`src/rtl/fetch_unit_pkg.sv`:
```
// Shared opcode and fetch-strobe definitions used by fetch_unit and the controller.
package fetch_unit_pkg;

    localparam logic [3:0] OP_NOP = 4'h0;
    localparam logic [3:0] OP_ADD = 4'h1;
    localparam logic [3:0] OP_SUB = 4'h2;
    localparam logic [3:0] OP_AND = 4'h3;
    localparam logic [3:0] OP_OR  = 4'h4;
    localparam logic [3:0] OP_XOR = 4'h5;
    localparam logic [3:0] OP_NOT = 4'h6;
    localparam logic [3:0] OP_SHL = 4'h7;
    localparam logic [3:0] OP_SHR = 4'h8;
    localparam logic [3:0] OP_MOV = 4'h9;
    localparam logic [3:0] OP_LDI = 4'hA;
    localparam logic [3:0] OP_LD  = 4'hB;
    localparam logic [3:0] OP_ST  = 4'hC;
    localparam logic [3:0] OP_JMP = 4'hD;
    localparam logic [3:0] OP_JZ  = 4'hE;
    localparam logic [3:0] OP_HLT = 4'hF;

    typedef enum logic [1:0] {
        F_HOLD = 2'b00,
        F_OPC  = 2'b01,
        F_OPR  = 2'b10,
        F_RSVD = 2'b11
    } fetch_e;

    function automatic logic is_halt(input logic [3:0] op);
        return op == OP_HLT;
    endfunction

endpackage

```
`src/rtl/fetch_unit_pc_reg.sv`:
```
// Program counter: freeze when halted, else load jump target, else increment, else hold.
module fetch_unit_pc_reg #(
    parameter int             AW       = 8,
    parameter logic [AW-1:0]  RESET_PC = '0
) (
    input  logic          clk,
    input  logic          rst,
    input  logic          hold,
    input  logic          pc_en,
    input  logic          pc_chg_en,
    input  logic [AW-1:0] target,
    output logic [AW-1:0] pc
);

    logic [AW-1:0] pc_q;
    logic [AW-1:0] pc_d;

    always_comb begin
        pc_d = pc_q;
        if (!hold && pc_en) begin
            // Increment wraps naturally at 2^AW; no carry is reported.
            pc_d = pc_chg_en ? target : pc_q + AW'(1);
        end
    end

    always_ff @(posedge clk or posedge rst) begin
        if (rst) pc_q <= RESET_PC;
        else     pc_q <= pc_d;
    end

    assign pc = pc_q;

endmodule

```
`src/rtl/fetch_unit.sv`:
```
// PC, instruction and operand register stage feeding the controller; also tracks halt
// and a count of latched opcodes for debug.
module fetch_unit
    import fetch_unit_pkg::*;
#(
    parameter int             AW       = 8,
    parameter int             DW       = 8,
    parameter logic [AW-1:0]  RESET_PC = '0,
    parameter int             CNT_W    = 16
) (
    input  logic             clk,
    input  logic             rst,
    input  logic [1:0]       fetch,
    input  logic             PC_en,
    input  logic             PC_chg_en,
    input  logic             ADDR_sel,
    input  logic [DW-1:0]    rom_dout,
    output logic [AW-1:0]    addr,
    output logic [3:0]       ins,
    output logic [DW-5:0]    reg_sel,
    output logic [AW-1:0]    operand,
    output logic [AW-1:0]    pc,
    output logic             halted,
    output logic [CNT_W-1:0] retired
);

    fetch_e fetch_op;

    logic [DW-1:0]    ir_q,      ir_d;
    logic [AW-1:0]    operand_q, operand_d;
    logic             halted_q,  halted_d;
    logic [CNT_W-1:0] retired_q, retired_d;

    assign fetch_op = fetch_e'(fetch);

    // The jump target comes straight off the ROM bus, not from the operand register.
    fetch_unit_pc_reg #(
        .AW       (AW),
        .RESET_PC (RESET_PC)
    ) u_pc_reg (
        .clk       (clk),
        .rst       (rst),
        .hold      (halted_q),
        .pc_en     (PC_en),
        .pc_chg_en (PC_chg_en),
        .target    (rom_dout[AW-1:0]),
        .pc        (pc)
    );

    always_comb begin
        ir_d      = ir_q;
        operand_d = operand_q;
        halted_d  = halted_q;
        retired_d = retired_q;
        if (fetch_op == F_OPC && !halted_q) begin
            ir_d      = rom_dout;
            retired_d = retired_q + CNT_W'(1);
            if (is_halt(rom_dout[DW-1:DW-4])) halted_d = 1'b1;
        end
        // Operand capture is left running after halt; nothing downstream uses it then.
        if (fetch_op == F_OPR) operand_d = rom_dout[AW-1:0];
    end

    always_ff @(posedge clk or posedge rst) begin
        if (rst) begin
            ir_q      <= '0;
            operand_q <= '0;
            halted_q  <= 1'b0;
            retired_q <= '0;
        end else begin
            ir_q      <= ir_d;
            operand_q <= operand_d;
            halted_q  <= halted_d;
            retired_q <= retired_d;
        end
    end

    assign addr    = ADDR_sel ? operand_q : pc;
    assign ins     = ir_q[DW-1:DW-4];
    assign reg_sel = ir_q[DW-5:0];
    assign operand = operand_q;
    assign halted  = halted_q;
    assign retired = retired_q;

endmodule

```
`config.mk`:
```
export PLATFORM = sky130hd
export DESIGN_NAME = fetch_unit
export DESIGN_NICKNAME = d
export VERILOG_FILES = /design/src/rtl/fetch_unit_pkg.sv /design/src/rtl/fetch_unit_pc_reg.sv /design/src/rtl/fetch_unit.sv
export SDC_FILE = /design/constraint.sdc
export NUM_CORES = 1
export LEC_CHECK = 0
export CAP_MARGIN = 20
export CORE_MARGIN = 5
export CORE_UTILIZATION = 46
export CTS_CLUSTER_DIAMETER = 80
export CTS_CLUSTER_SIZE = 20
export DETAILED_ROUTE_END_ITERATION = 12
export PLACE_DENSITY_LB_ADDON = 0.3
export SLEW_MARGIN = 30
export SYNTH_ARGS = -nofsm -noshare
export SYNTH_HDL_FRONTEND = slang
export SYNTH_SLANG_ARGS = --single-unit
```
`constraint.sdc`:
```
create_clock -name clk -period 1.8 [get_ports clk]
set_clock_uncertainty 0.1 [all_clocks]
set_input_delay 0.45 -clock clk [delete_from_list [all_inputs] [get_ports clk]]
set_output_delay 0.45 -clock clk [all_outputs]
set_load 0.05 [all_outputs]
```
==> flow_summary.toml <==
[outcome]
status = "complete, no violations"

[yosys]
synth_cell_type_count = 36
synth-edff-count = 0
ys_warn_count = 0
synth_nets = 203
syn_area_um2 = 1970
syn_avg_cell_area_um2 = 10.6
synth_top_area_share_pct = 52.2
netlist_top_cells_area = "dfrtp_1 52%, mux2_2 9.7%, nand2_1 7.3%"
syn-instance-count = 186
yosysTopAreaCell = "dfrtp_1"
ys.flop_type = "dfrtp_1"
yosysMostFrequentCell = "dfrtp_1"
synth_common_cells = "41 x dfrtp_1, 38 x nand2_1, 17 x mux2_2"
async_flop_share_pct = 100
ys_ff_latch = 41
ys_seq_area_share_pct = 52.2

[floorplan]
die_y_um = 75.4
fp.dieArea_um2 = 5680
pin_count = 64
start_util_pct = 48.1
die_w_um = 75.4
coreArea_um2 = 4090
rows = 23

[critical_path]
path_class = "reg2out"
critPathMaxFanout = 7
crit_path_start_kind = "flop"
cp_slowest_cell = "dfrtp_2"
worst_ep_arrival_time_ns = 1.22
cp.required_ns = 1.25
setup.worst_path.end_class = "output port"
max_stage_delay_ns = 0.47
worstPathCellList = "mux2_4, buf_8"

[power]
comb_power_share_pct = 56.2
p_int_mw = 2.64
ir_drop_mv = 1.12
p_clk_share_pct = 12.7
p_leak_nw = 1.57
p_sw_mw = 1.93
power-per-cell-area_nw_per_um2 = 1350
p_sw_share_pct = 42.2
pwr-share-seq_pct = 31.2
power_mw = 4.57

[finish]
drive_above_1_share_pct = 43.1
fillers = 205
syn2layout_area_growth_pct = 72.6
layout.nets = 285
antennaDiodeCount = 0

[grt]
grt_usage_pct = 21.9
grt_pass1_vias = 1823
antenna_found_initial = 0
grt_pass1_wl_um = 9200
grt_max_degree = 42
grt-ovfl-total = 0

[detailed_routing]
wirelength_um = 5720
vias_per_cell = 5.44
drt_iter0_markers = 95
ant_nets = 0
num_vias = 1736
dr.pass1.iters = 4
drcViolationCount = 0
post_drt_wl_per_cell_um = 17.9

[flow_run]
drv_cap = 0

[sta]
hold-worst-slack_ns = 0.405
fin_crit_ns = 1.77
hold_viol = 0
maxSlewViolCount = 0
period_share_pct = 98.1
slew_headroom_pct = 71.8
fin_ws_ns = 0.0344
finalSetupViolations = 0
tns_ns = 0
rsz0062_at_grt = "no"
clock.fmax_mhz = 566
worst_pin_slew_ns = 0.423

[clock_network]
cts_sinks = 41
numCtsBuffers = 5
clockBufferDepth = 2
clk_pin_slew_ns = 0.08
worstSkewPairLatency_ns = 0.30
clockRootBuffer = "clkbuf_8"
cts_tree = "built"
htree_num_levels = 2

[placed_design]
place_congestion = 0.814
place.port_buffers = 63
dp_hpwl_um = 4010
dp_worst_setup_slack_ns = -0.383

[min_path]
hp-class = "in2async"
## registers in the layout (all words and copies together), names as in the netlist
register,count
halted,1
ir_q,8
operand,8
retired,16
u_pc_reg.pc,8
## stage by stage
| step | std cells | area (um2) | utilization, % |
|---|---|---|---|
| after floorplan | 186 | 1970 | - |
| after global placement | 303 | 3140 | 76.9 |
| after detailed placement | 303 | 3140 | 76.9 |
| after CTS | 313 | 3330 | 81.5 |
| after global routing | 319 | 3390 | 83.1 |
| final | 319 | 3390 | 83.1 |
## worst max-delay path: cells and delay by family, from the launching register on
family / cells / cell delay (ns)
flip-flops: 1 / 0.47
buffers and inverters: 1 / 0.15
multiplexers: 1 / 0.30
## power groups by stage
stage	sequential (mW)	combinational [mW]	clock (mW)
3_3_place_gp	1.42	2.28	0
6_report	1.43	2.57	0.579
5_1_grt	1.46	2.68	0.631
2_1_floorplan	2.00	0.543	0
4_1_cts	1.44	2.45	0.593
3_5_place_dp	1.43	2.32	0
## metal layers
metal	vias to the layer above	routed length, um	track usage, %
met5	-	0	0
met4	0	131	7.18
met3	16	387	6.07
met2	72	2970	36.9
li1	795	-	-
met1	853	2230	27.1
## placed cells by master (no fill, tap or decap), drive strengths merged, types with 2 or more instances in the layout
cell	instances
and4	2
o21bai	2
dfrtp	41
nand2	38
ha	2
nand3	8
clkbuf	6
and3	3
buf	70
nor3b	3
xor2	6
a21oi	6
xnor2	9
nand4	5
clkinv	2
nor2	8
clkdlybuf4s50	11
mux2	17
nor3	3
inv	3
o21ai	9
## cell families (layout without fill, tap and decap cells)
| logic type | count (synthesis) | in the layout | share of synthesized area, % |
|---|---|---|---|
| compound gates | 21 | 21 | 6.30 |
| xor+xnor | 15 | 15 | 7.06 |
| fa+ha+maj | 2 | 2 | 1.27 |
| buf+inv | 11 | 94 | 2.10 |
| flops | 41 | 41 | 52.2 |
| mux | 18 | 18 | 10.2 |
| simple gates | 78 | 78 | 20.9 |
## path summary, 6_finish.rpt
check | start | end | slack [ns] | cells past startpoint
worst max-delay path | u_pc_reg.pc[4]$_DFFE_PP0P_ | addr[4] | 0.03 | 2
worst min-delay path | rst | retired[6]$_DFFE_PP0P_ | 0.41 | 3
max in group asynchronous | rst | retired[0]$_DFFE_PP0P_ | 0.98 | 3
worst max register to register | u_pc_reg.pc[1]$_DFFE_PP0P_ | u_pc_reg.pc[6]$_DFFE_PP0P_ | 0.05 | 6
worst min register to register | retired[0]$_DFFE_PP0P_ | retired[0]$_DFFE_PP0P_ | 0.43 | 1
min in group clk | retired[0]$_DFFE_PP0P_ | retired[0]$_DFFE_PP0P_ | 0.43 | 1
## layout make-up
| class | count | area, um2 | area share (%) |
|---|---|---|---|
| multi-input combinational | 134 | 946 | 27.9 |
| clock buffer | 6 | 72.6 | 2.14 |
| sequential | 41 | 1040 | 30.6 |
| inverter | 3 | 11.3 | 0.332 |
| clock inverter | 2 | 10.0 | 0.295 |
| timing repair buffer | 83 | 1250 | 36.9 |
| tap | 50 | 62.6 | 1.84 |
## timing repair
item,CTS,global route
buffers inserted,4,6
gates resized for setup,32,8
hold buffers,0,0
endpoints found under the setup margin,10,12
pin swaps,3,3
hold endpoints to repair,0,0
(Power assumes the default switching activity.)
